[src/rtl/sync_fifo.sv]
// -----------------------------------------------------------------------------
// sync_fifo
// Single-clock first-in/first-out buffer holding up to 2^ADDR_WIDTH words.
// Read data is registered and appears one clock after an accepted read.
//
// Parameters:
//   DATA_WIDTH  width of each stored word
//   ADDR_WIDTH  storage address width; depth FIFO_SIZE = 2^ADDR_WIDTH
//
// Ports:
//   clk          clock, all state updates on the rising edge
//   rst          asynchronous active-high reset
//   data_in      write data, sampled when a write is accepted
//   write_en_in  write request (ignored while full)
//   full_out     high when FIFO_SIZE words are stored
//   data_out     registered read data, holds when no read is accepted
//   read_en_in   read request (ignored while empty)
//   empty_out    high when no words are stored
//   free         number of free slots, FIFO_SIZE minus the stored count
// -----------------------------------------------------------------------------
module sync_fifo #(
  parameter int DATA_WIDTH = 8,
  parameter int ADDR_WIDTH = 4
) (
  input  logic                  clk,
  input  logic                  rst,
  input  logic [DATA_WIDTH-1:0] data_in,
  input  logic                  write_en_in,
  output logic                  full_out,
  output logic [DATA_WIDTH-1:0] data_out,
  input  logic                  read_en_in,
  output logic                  empty_out,
  output logic [ADDR_WIDTH:0]   free
);

  localparam int FIFO_SIZE = 1 << ADDR_WIDTH;
  localparam logic [ADDR_WIDTH:0]   FIFO_SIZE_C = (ADDR_WIDTH + 1)'(FIFO_SIZE);
  localparam logic [ADDR_WIDTH:0]   COUNT_ZERO  = (ADDR_WIDTH + 1)'(0);
  localparam logic [ADDR_WIDTH:0]   COUNT_ONE   = (ADDR_WIDTH + 1)'(1);
  localparam logic [ADDR_WIDTH-1:0] PTR_ZERO    = ADDR_WIDTH'(0);
  localparam logic [ADDR_WIDTH-1:0] PTR_ONE     = ADDR_WIDTH'(1);
  localparam logic [DATA_WIDTH-1:0] DATA_ZERO   = DATA_WIDTH'(0);

  logic [DATA_WIDTH-1:0] mem_r [FIFO_SIZE];
  logic [ADDR_WIDTH-1:0] wr_ptr_r;
  logic [ADDR_WIDTH-1:0] rd_ptr_r;
  logic [ADDR_WIDTH:0]   count_r;
  logic [ADDR_WIDTH:0]   count_next_s;
  logic [DATA_WIDTH-1:0] data_out_r;
  logic                  full_s;
  logic                  empty_s;
  logic                  wr_accept_s;
  logic                  rd_accept_s;

  // Status flags come straight from the count register, so no input reaches
  // an output combinationally.
  assign full_s      = (count_r == FIFO_SIZE_C);
  assign empty_s     = (count_r == COUNT_ZERO);
  assign wr_accept_s = write_en_in & ~full_s;
  assign rd_accept_s = read_en_in & ~empty_s;

  assign full_out  = full_s;
  assign empty_out = empty_s;
  assign free      = FIFO_SIZE_C - count_r;
  assign data_out  = data_out_r;

  // Next occupancy: a simultaneous accepted read and write cancel out.
  always_comb begin
    count_next_s = count_r;
    case ({wr_accept_s, rd_accept_s})
      2'b10:   count_next_s = count_r + COUNT_ONE;
      2'b01:   count_next_s = count_r - COUNT_ONE;
      2'b00:   count_next_s = count_r;
      2'b11:   count_next_s = count_r;
      default: count_next_s = count_r;
    endcase
  end

  // Storage write port; contents are deliberately left unreset.
  always_ff @(posedge clk) begin
    if (wr_accept_s) begin
      mem_r[wr_ptr_r] <= data_in;
    end
  end

  // Pointers, occupancy and registered read data.
  always_ff @(posedge clk or posedge rst) begin
    if (rst) begin
      wr_ptr_r   <= PTR_ZERO;
      rd_ptr_r   <= PTR_ZERO;
      count_r    <= COUNT_ZERO;
      data_out_r <= DATA_ZERO;
    end else begin
      count_r <= count_next_s;
      if (wr_accept_s) begin
        wr_ptr_r <= wr_ptr_r + PTR_ONE;
      end
      // When both are accepted the FIFO is neither empty nor full, so
      // rd_ptr_r != wr_ptr_r and the read sees only previously stored data.
      if (rd_accept_s) begin
        data_out_r <= mem_r[rd_ptr_r];
        rd_ptr_r   <= rd_ptr_r + PTR_ONE;
      end
    end
  end

endmodule

[config.mk]
export PLATFORM = sky130hd
export DESIGN_NAME = sync_fifo
export DESIGN_NICKNAME = d
export VERILOG_FILES = /design/src/rtl/sync_fifo.sv
export SDC_FILE = /design/constraint.sdc
export NUM_CORES = 1
export LEC_CHECK = 0
export ABC_AREA = 1
export BUFFER_PORTS_ARGS = -buffer_cell sky130_fd_sc_hd__buf_4
export CAP_MARGIN = 40
export CORE_ASPECT_RATIO = 0.75
export CORE_MARGIN = 8
export CORE_UTILIZATION = 40
export DETAILED_ROUTE_END_ITERATION = 7
export PLACE_DENSITY_LB_ADDON = 0.05
export SKIP_CTS_REPAIR_TIMING = 1
export SLEW_MARGIN = 20
export SYNTH_ARGS = -nofsm -noshare
export SYNTH_HDL_FRONTEND = slang
export SYNTH_SLANG_ARGS = --single-unit
[constraint.sdc]
create_clock -name clk -period 3.8 [get_ports clk]
set_input_delay 0.38 -clock clk [delete_from_list [all_inputs] [get_ports clk]]
set_output_delay 0.38 -clock clk [all_outputs]
set_load 0.02 [all_outputs]
==> results of run 1 <==
==> state kept, by name, indices dropped and copies added (netlist names) <==
signal	flops
mem_r	128
data_out	8
count_r	5
rd_ptr_r	4
wr_ptr_r	4
==> placed cells by master (no fill, tap or decap), types with 3 or more instances in the layout <==
cell type	n
nand2_1	159
edfxtp_1	128
nand3_1	63
nor2_1	47
buf_4	29
inv_1	22
o21ai_0	20
dfrtp_1	20
clkbuf_16	17
a21oi_1	16
o21ai_1	11
ha_1	10
xor2_1	8
a21boi_0	8
o22ai_1	8
clkinv_2	5
clkbuf_8	3
clkbuf_1	3
==> routing by layer <==
metal  wire length, um  GRT usage
met1              7840      0.233
met2              7110      0.248
met3               784     0.0456
met4               121     0.0440
met5                 0          0
==> how the worst max path moves through the flow <==
stage	end	cells after the start	from	slack [ps]
final	mem_r[11][5]$_DFFE_PP_	10	count_r[0]$_DFFE_PP0N_	1040
after global routing	mem_r[11][5]$_DFFE_PP_	10	count_r[0]$_DFFE_PP0N_	810
after CTS	mem_r[11][5]$_DFFE_PP_	10	count_r[0]$_DFFE_PP0N_	1040
after detailed placement	mem_r[11][3]$_DFFE_PP_	10	count_r[0]$_DFFE_PP0N_	1090
after global placement	mem_r[11][3]$_DFFE_PP_	10	count_r[0]$_DFFE_PP0N_	1190
after floorplan	count_r[4]$_DFFE_PP0N_	15	count_r[0]$_DFFE_PP0N_	1360
==> report_power, final <==
part           internal [uW]  switching (uW)
Combinational            632            1410
Clock                   1010             627
Sequential              2040             157
Total                   3680            2190
==> cell families (layout without fill, tap and decap cells) <==
kind of cell,count (synthesis),after routing,synth area share
flops,149,149,0.688
compound gates,63,63,0.0544
buf+inv,50,90,0.0445
fa+ha+maj,10,10,0.0197
xor+xnor,10,10,0.0138
simple gates,274,274,0.179
==> stage by stage <==
| step | power [uW] | hold slack [ps] | worst slack [ps] | utilization |
|---|---|---|---|---|
| finish | 5880 | 341 | 1040 | 0.462 |
| CTS | 5920 | -32.5 | 1040 | 0.461 |
| global placement | 4260 | 465 | 1190 | 0.421 |
| detailed placement | 4270 | 412 | 1090 | 0.424 |
| floorplan | 3650 | 357 | 1360 | - |
| global route | 6270 | 331 | 812 | 0.462 |
==> worst max-delay path, stage by stage, from the launching register on <==
cell	delay [ps]
dfrtp_1	440
inv_1	110
ha_1	230
nand2_1	80
nor2_1	60
ha_1	200
inv_1	70
nand2_2	100
inv_1	190
nand2_1	280
nor2_1	620
==> cell usage after synthesis, types with 10 or more instances <==
| library cell | count |
|---|---|
| a21oi_1 | 16 |
| inv_1 | 22 |
| dfrtp_1 | 21 |
| o21ai_0 | 20 |
| nand3_1 | 63 |
| nand2_1 | 159 |
| ha_1 | 10 |
| o21ai_1 | 11 |
| nor2_1 | 47 |
| edfxtp_1 | 128 |
==> area by class of cell <==
cell class	count	area (um^2)
Fill cell	1511	8480
Clock inverter	9	101
Inverter	26	97.6
Tap cell	210	263
Timing Repair Buffer	32	275
Clock buffer	23	478
Multi-Input combinational cell	357	1700
Sequential cell	149	4370
==> impl_metrics.csv, run 1 <==
group,metric,value,unit
synth,synthCells,556,
worst_setup_path,r2r_end,"mem_r[11][5]$_DFFE_PP_",
clock_tree,cts_tree,"built",
worst_setup_path,reg2reg_setup_slack,1040,ps
timing,worstMarginPinSlew,693,ps
finish,drive_gt1_frac,0.112,
placement,dp_hpwl,10500,um
clock_tree,cts_num_sinks,149,
worst_setup_path,r2r.worst_path.cells,10,
global_routing,grt_overflow,0,
placement,placedCellCount,773,
placement,routabilityCongestion,0.831,
floorplanning,ios,27,
worst_setup_path,crit_fanout,8,
clock_tree,cts.clk_slew.worst_paths,60,ps
synth,synth-main-ff-cell,"edfxtp_1",
floorplanning,start_util,0.403,
routing,totalWireLength,15900,um
worst_setup_path,cp-end-kind,"register",
synth,post-synth-top-area-cell,"edfxtp_1",
synth,syn_area,6350,um^2
worst_setup_path,start_kind,"register",
floorplanning,dieArea,20200,um^2
timing,period_share,0.726,
finish,finalInstanceArea,7280,um^2
floorplanning,core,15800,um^2
pwr,power.density,807,nW/um^2
global_routing,grt_usage,0.166,
routing,drtIter0Drc,290,
finish,nets,605,
run_status,status,"finished, final reports clean",
timing,fin_setup_tns,0,ps
global_routing,grt_pass1_vias,4225,
routing,routed_wire_length_per_instance,19.7,um
clock_tree,cts-htree-levels,4,
clock_tree,numCtsBuffers,17,
pwr,irDropWorstVdd,0.000364,V
floorplanning,num_rows,40,
min_path,worst_hold_startpoint,"write_en_in",
synth,avgSynthCellArea,11.4,um^2
pwr,leakage,0.00278,uW
synth,synth_nets,578,
synth,yosysSeqAreaShare,0.688,
synth,synth_edf_count,128,
min_path,whs_path_depth,3,
timing,slew_headroom,0.538,
floorplanning,fp.dieW,161,um
clock_tree,cts-root-buf,"clkbuf_16",
worst_setup_path,r2r-start,"count_r[0]$_DFFE_PP0N_",
routing,ant_nets,0,
placement,dpl_cell_area,6690,um^2
timing,skew,10.5,ps
finish,synthToLayoutAreaGrowth,14.7,%
timing,finalMaxSlewViolations,0,
routing,drc_errors,0,
timing,final-hold-violation-count,0,
global_routing,antenna_found_initial,0,
synth,ys_seq_elements,149,
global_routing,grt_pass1_wl,24900,um
min_path,min_to,"wr_ptr_r[0]$_DFFE_PP0P_",
placement,io_buffers,26,
worst_setup_path,required,3850,ps
synth,synth.area.top_cells,"edfxtp_1 (61%), nand2_1 (9.4%), dfrtp_1 (8.3%), nand3_1 (5.0%), nor2_1 (2.8%)",
finish,antenna_cells,0,
synth,synth_cell_types,25,
floorplanning,die_h,125,um
clock_tree,cts_buffer_depth,2,
timing,max_freq,0.362,GHz
routing,viasPerCell,5.06,
timing,setup_viol,0,
routing,firstDrtPassIters,5,
min_path,min_path_type,"in2reg",
global_routing,grt_max_degree,67,
job,maxCapViolCount,0,
timing,rsz0062_at_grt,"no",
worst_setup_path,critPathKind,"reg2reg",
finish,final_cells,806,
synth,async_flop_share,0.141,
synth,synth_top_area_share,0.606,
worst_setup_path,cp_data_arrival_time,2810,ps
routing,vias,4081,
synth,ys_warn_count,0,
clock_tree,clock_latency,420,ps
timing,min_period,2760,ps
Note: power is estimated with default switching activity, not from simulation.
==> run 2, diff against run 1 <==
Clock period 3.8 ns to 2.6 ns, I/O delays scaled along.
==> impl_metrics.csv, run 2 (synthesis gave the netlist of run 1 again) <==
group,metric,value,unit
run_status,status,"finished, final reports clean",
timing,finalMaxSlewViolations,0,
placement,routabilityCongestion,0.800,
pwr,clkPwrFrac,0.305,
placement,io_buffers,26,
placement,dpl_cell_area,6810,um^2
routing,drc_errors,0,
timing,rsz0062_at_grt,"no",
global_routing,grt_pass1_wl,24200,um
worst_setup_path,cp_data_arrival_time,2620,ps
min_path,worst_hold_startpoint,"write_en_in",
worst_setup_path,critPathKind,"reg2reg",
floorplanning,dieArea,20200,um^2
global_routing,grt_pass1_vias,4050,
min_path,min_to,"wr_ptr_r[0]$_DFFE_PP0P_",
global_routing,grt_overflow,0,
finish,final_common_cell,"nand2_1",
finish,final_cell_mix,"nand2_1 (159), edfxtp_1 (128), nand3_1 (63)",
routing,ant_nets,0,
global_routing,grt_max_degree,67,
timing,fin_hold_ws,169,ps
timing,max_freq,0.433,GHz
finish,nets,624,
global_routing,antenna_found_initial,0,
finish,antenna_cells,0,
worst_setup_path,cp-end-kind,"register",
timing,period_share,0.888,
floorplanning,ios,27,
finish,regMostFlops,"mem_r",
finish,n_fill_cell,1456,
timing,worstMarginPinSlew,747,ps
finish,drive_gt1_frac,0.151,
clock_tree,cts_num_sinks,149,
worst_setup_path,r2r_end,"count_r[4]$_DFFE_PP0N_",
clock_tree,cts.clk_slew.worst_paths,60,ps
worst_setup_path,crit_fanout,7,
pwr,combPwrFrac,0.338,
global_routing,grt_usage,0.162,
routing,totalWireLength,15600,um
clock_tree,cts-root-buf,"clkbuf_16",
routing,routed_wire_length_per_instance,18.9,um
pwr,seq_power_share,0.357,
clock_tree,clock_latency,420,ps
clock_tree,cts_tree,"built",
finish,largest_register_ffs,128,
pwr,swShare,0.359,
finish,finalInstanceArea,7510,um^2
min_path,whs_path_depth,3,
timing,fin_setup_tns,0,ps
worst_setup_path,start_kind,"register",
job,maxCapViolCount,0,
routing,drtIter0Drc,281,
timing,final-hold-violation-count,0,
pwr,internal-power,5780,uW
floorplanning,fp.dieW,161,um
floorplanning,core,15800,um^2
timing,slew_headroom,0.502,
routing,vias,4028,
timing,min_period,2310,ps
floorplanning,die_h,125,um
placement,dp_hpwl,9740,um
timing,skew,10.4,ps
pwr,irDropWorstVdd,0.000542,V
worst_setup_path,r2r.worst_path.cells,19,
clock_tree,numCtsBuffers,17,
timing,setup_viol,0,
floorplanning,start_util,0.403,
worst_setup_path,reg2reg_setup_slack,290,ps
routing,firstDrtPassIters,4,
worst_setup_path,required,2910,ps
pwr,power.density,1200,nW/um^2
clock_tree,cts_buffer_depth,2,
min_path,min_path_type,"in2reg",
finish,synthToLayoutAreaGrowth,18.4,%
floorplanning,num_rows,40,
pwr,power.switching,3230,uW
routing,viasPerCell,4.88,
pwr,leakage,0.00291,uW
clock_tree,cts-htree-levels,4,
worst_setup_path,critPathLaunch,"count_r[0]$_DFFE_PP0N_",
worst_setup_path,r2r-start,"count_r[0]$_DFFE_PP0N_",
finish,utilization,0.477,
==> run 2: how the worst max path moves through the flow <==
| stage | endpoint | slack, ps | cells past startpoint |
|---|---|---|---|
| after floorplan | count_r[4]$_DFFE_PP0N_ | 160 | 15 |
| after global placement | count_r[4]$_DFFE_PP0N_ | 240 | 19 |
| after detailed placement | count_r[4]$_DFFE_PP0N_ | 180 | 19 |
| after CTS | count_r[4]$_DFFE_PP0N_ | 170 | 19 |
| after global routing | count_r[4]$_DFFE_PP0N_ | 9 | 19 |
| final | count_r[4]$_DFFE_PP0N_ | 290 | 19 |
==> run 2: stage by stage <==
stage	total power, uW	std cells	worst slack [ps]
6_report	9010	825	291
5_1_grt	9580	825	8.78
4_1_cts	9090	823	169
3_5_place_dp	6310	791	176
3_3_place_gp	6290	790	236
2_1_floorplan	5330	556	156
==> run 2: power groups by stage <==
stage               Clock [uW]  Combinational (uW)  Sequential [uW]
finish                    2750                3050             3210
global route              2890                3430             3250
CTS                       2810                3060             3220
detailed placement           0                3050             3260
global placement             0                3040             3250
floorplan                    0                2100             3230
==> run 2: area by class of cell <==
type                       instances  area, um^2  area share
clock buffer                      24         502      0.0668
timing repair buffer              51         405      0.0539
sequential                       149        4370       0.582
inverter                          26        97.6      0.0130
multi-input combinational        357        1710       0.227
tap                              210         263      0.0350
clock inverter                     8         168      0.0223
==> run 2: worst max-delay path, stage by stage (launching register included) <==
cell and delay, ps:
dfrtp_2 430, inv_2 80, ha_2 180, nand2_1 60
nor2_2 130, ha_2 190, inv_1 70, nand2_4 100
nand2_2 100, nand2_1 90, nand2_1 50, inv_1 70
ha_1 140, inv_1 40, nand2_1 70, nand3_1 100
o21ai_1 120, nand2_1 60, nand3_1 70, nand2_1 50
==> run 2: routing by layer <==
metal / wire length (um) / track usage
met5: 0 / 0
met4: 65 / 0.0603
met3: 1190 / 0.0508
met2: 7030 / 0.230
met1: 7280 / 0.227
==> run 3, diff against run 2 <==
Settings changed: CORE_MARGIN 8 to 2.
==> impl_metrics.csv, run 3 (synthesis gave the netlist of run 1 again) <==
group,metric,value,unit
worst_setup_path,endpoint,"count_r[4]$_DFFE_PP0N_",
routing,firstDrtPassIters,5,
worst_setup_path,crit_fanout,7,
pwr,seq_power_share,0.361,
timing,min_period,2350,ps
floorplanning,dieArea,16900,um^2
routing,vias,4187,
placement,io_buffers,26,
timing,fin_setup_tns,0,ps
clock_tree,numCtsBuffers,17,
finish,drive_gt1_frac,0.152,
finish,final_cell_mix,"nand2_1 (159), edfxtp_1 (128), nand3_1 (63)",
clock_tree,cts_tree,"built",
worst_setup_path,required,2930,ps
global_routing,grt_overflow,0,
floorplanning,num_rows,39,
finish,finalInstanceArea,7490,um^2
routing,routed_wire_length_per_instance,18.9,um
timing,max_freq,0.426,GHz
global_routing,grt_usage,0.198,
timing,setup_viol,0,
clock_tree,cts_num_sinks,149,
global_routing,antenna_found_initial,0,
pwr,power.switching,3320,uW
worst_setup_path,reg2reg_setup_slack,250,ps
job,maxCapViolCount,0,
timing,rsz0062_at_grt,"no",
floorplanning,fp.dieW,149,um
timing,worstMarginPinSlew,626,ps
timing,slew_headroom,0.582,
pwr,combPwrFrac,0.346,
worst_setup_path,r2r.worst_path.cells,19,
worst_setup_path,r2r-start,"count_r[1]$_DFFE_PP0N_",
routing,drtIter0Drc,329,
pwr,power.density,1190,nW/um^2
worst_setup_path,r2r_end,"count_r[4]$_DFFE_PP0N_",
timing,skew,11.4,ps
placement,dpl_cell_area,6820,um^2
pwr,internal-power,5600,uW
routing,ant_nets,0,
timing,final-hold-violation-count,0,
floorplanning,core,15400,um^2
pwr,leakage,0.00290,uW
clock_tree,cts_buffer_depth,2,
worst_setup_path,critPathKind,"reg2reg",
global_routing,grt_pass1_vias,4041,
timing,period_share,0.903,
global_routing,grt_pass1_wl,24100,um
clock_tree,cts-root-buf,"clkbuf_16",
finish,multi_input_area,1700,um^2
finish,seq_area,4370,um^2
floorplanning,start_util,0.413,
clock_tree,clock_latency,430,ps
min_path,min_path_type,"in2reg",
finish,final_common_cell,"nand2_1",
routing,drc_errors,0,
worst_setup_path,start_kind,"register",
worst_setup_path,critPathLaunch,"count_r[1]$_DFFE_PP0N_",
pwr,swShare,0.372,
routing,totalWireLength,15600,um
worst_setup_path,cp_data_arrival_time,2670,ps
pwr,irDropWorstVdd,0.000612,V
clock_tree,cts.clk_slew.worst_paths,60,ps
finish,regMostFlops,"mem_r",
worst_setup_path,cp-end-kind,"register",
floorplanning,ios,27,
clock_tree,cts-htree-levels,4,
floorplanning,die_h,113,um
pwr,total_power,8920,uW
finish,nets,627,
pwr,clkPwrFrac,0.293,
finish,n_fill_cell,1415,
run_status,status,"finished, final reports clean",
routing,viasPerCell,5.08,
timing,finalMaxSlewViolations,0,
finish,largest_register_ffs,128,
finish,synthToLayoutAreaGrowth,18.0,%
placement,dp_hpwl,10000,um
placement,routabilityCongestion,0.906,
global_routing,grt_max_degree,48,
==> run 3: cell types whose count changed in the layout (fill, tap and decap cells not counted), sizes merged, moves of 2 or more <==
cell / change
clkbuf: -7
clkinv: +2
buf: +3
clkinvlp: +3
inv: +3
==> run 3: worst min path at each step <==
stage / endpoint / start / slack [ps] / cells after the start
CTS: count_r[4]$_DFFE_PP0N_ / rst / -100 / 2
global placement: data_out[4]$_DFFE_PP0P_ / data_out[4]$_DFFE_PP0P_ / 500 / 2
floorplan: count_r[0]$_DFFE_PP0N_ / rst / 240 / 1
global route: wr_ptr_r[0]$_DFFE_PP0P_ / write_en_in / 180 / 3
detailed placement: wr_ptr_r[1]$_DFFE_PP0P_ / rst / 360 / 2
finish: wr_ptr_r[0]$_DFFE_PP0P_ / write_en_in / 160 / 3
==> run 3: critical path, stage by stage, from the launching register on <==
cell	delay (ps)
dfrtp_1	390
inv_1	120
ha_1	190
nand2_1	70
nor2_2	110
ha_1	170
inv_1	70
nand2_4	100
nand2_2	110
nand2_1	90
nand2_1	50
inv_1	70
ha_1	150
inv_1	40
nand2_1	70
nand3_1	90
o21ai_0	160
nand2_1	70
nand3_1	70
nand2_1	50
==> run 3: power by group through the flow <==
stage | Combinational, uW | Clock, uW | Sequential (uW)
after floorplan | 2100 | 0 | 3230
after CTS | 3080 | 2650 | 3220
after global routing | 3470 | 2750 | 3250
after detailed placement | 3060 | 0 | 3260
after global placement | 3070 | 0 | 3260
final | 3090 | 2610 | 3210
==> run 3: layout make-up <==
cell class / instances / share of cell area
multi-input combinational: 357 / 0.227
inverter: 26 / 0.0130
timing repair buffer: 54 / 0.0571
tap: 205 / 0.0343
clock buffer: 17 / 0.0568
sequential: 149 / 0.584
clock inverter: 15 / 0.0272
antenna: 1 / 0.000334
==> run 3: per-stage QoR <==
step                hold slack [ps]  worst slack, ps  instances  utilization
floorplan                       237              156        556            -
global placement                504              260        787        0.443
CTS                            -103              155        820        0.485
global route                    177             13.9        823        0.487
finish                          158              251        824        0.487
detailed placement              356              179        788        0.444
==> run 3: metal layers <==
layer	GRT usage	routed length (um)	vias up
met5	0	0	-
met1	0.303	7920	2071
li1	-	-	2014
met4	0.0571	119	0
met2	0.283	6950	93
met3	0.0419	571	9
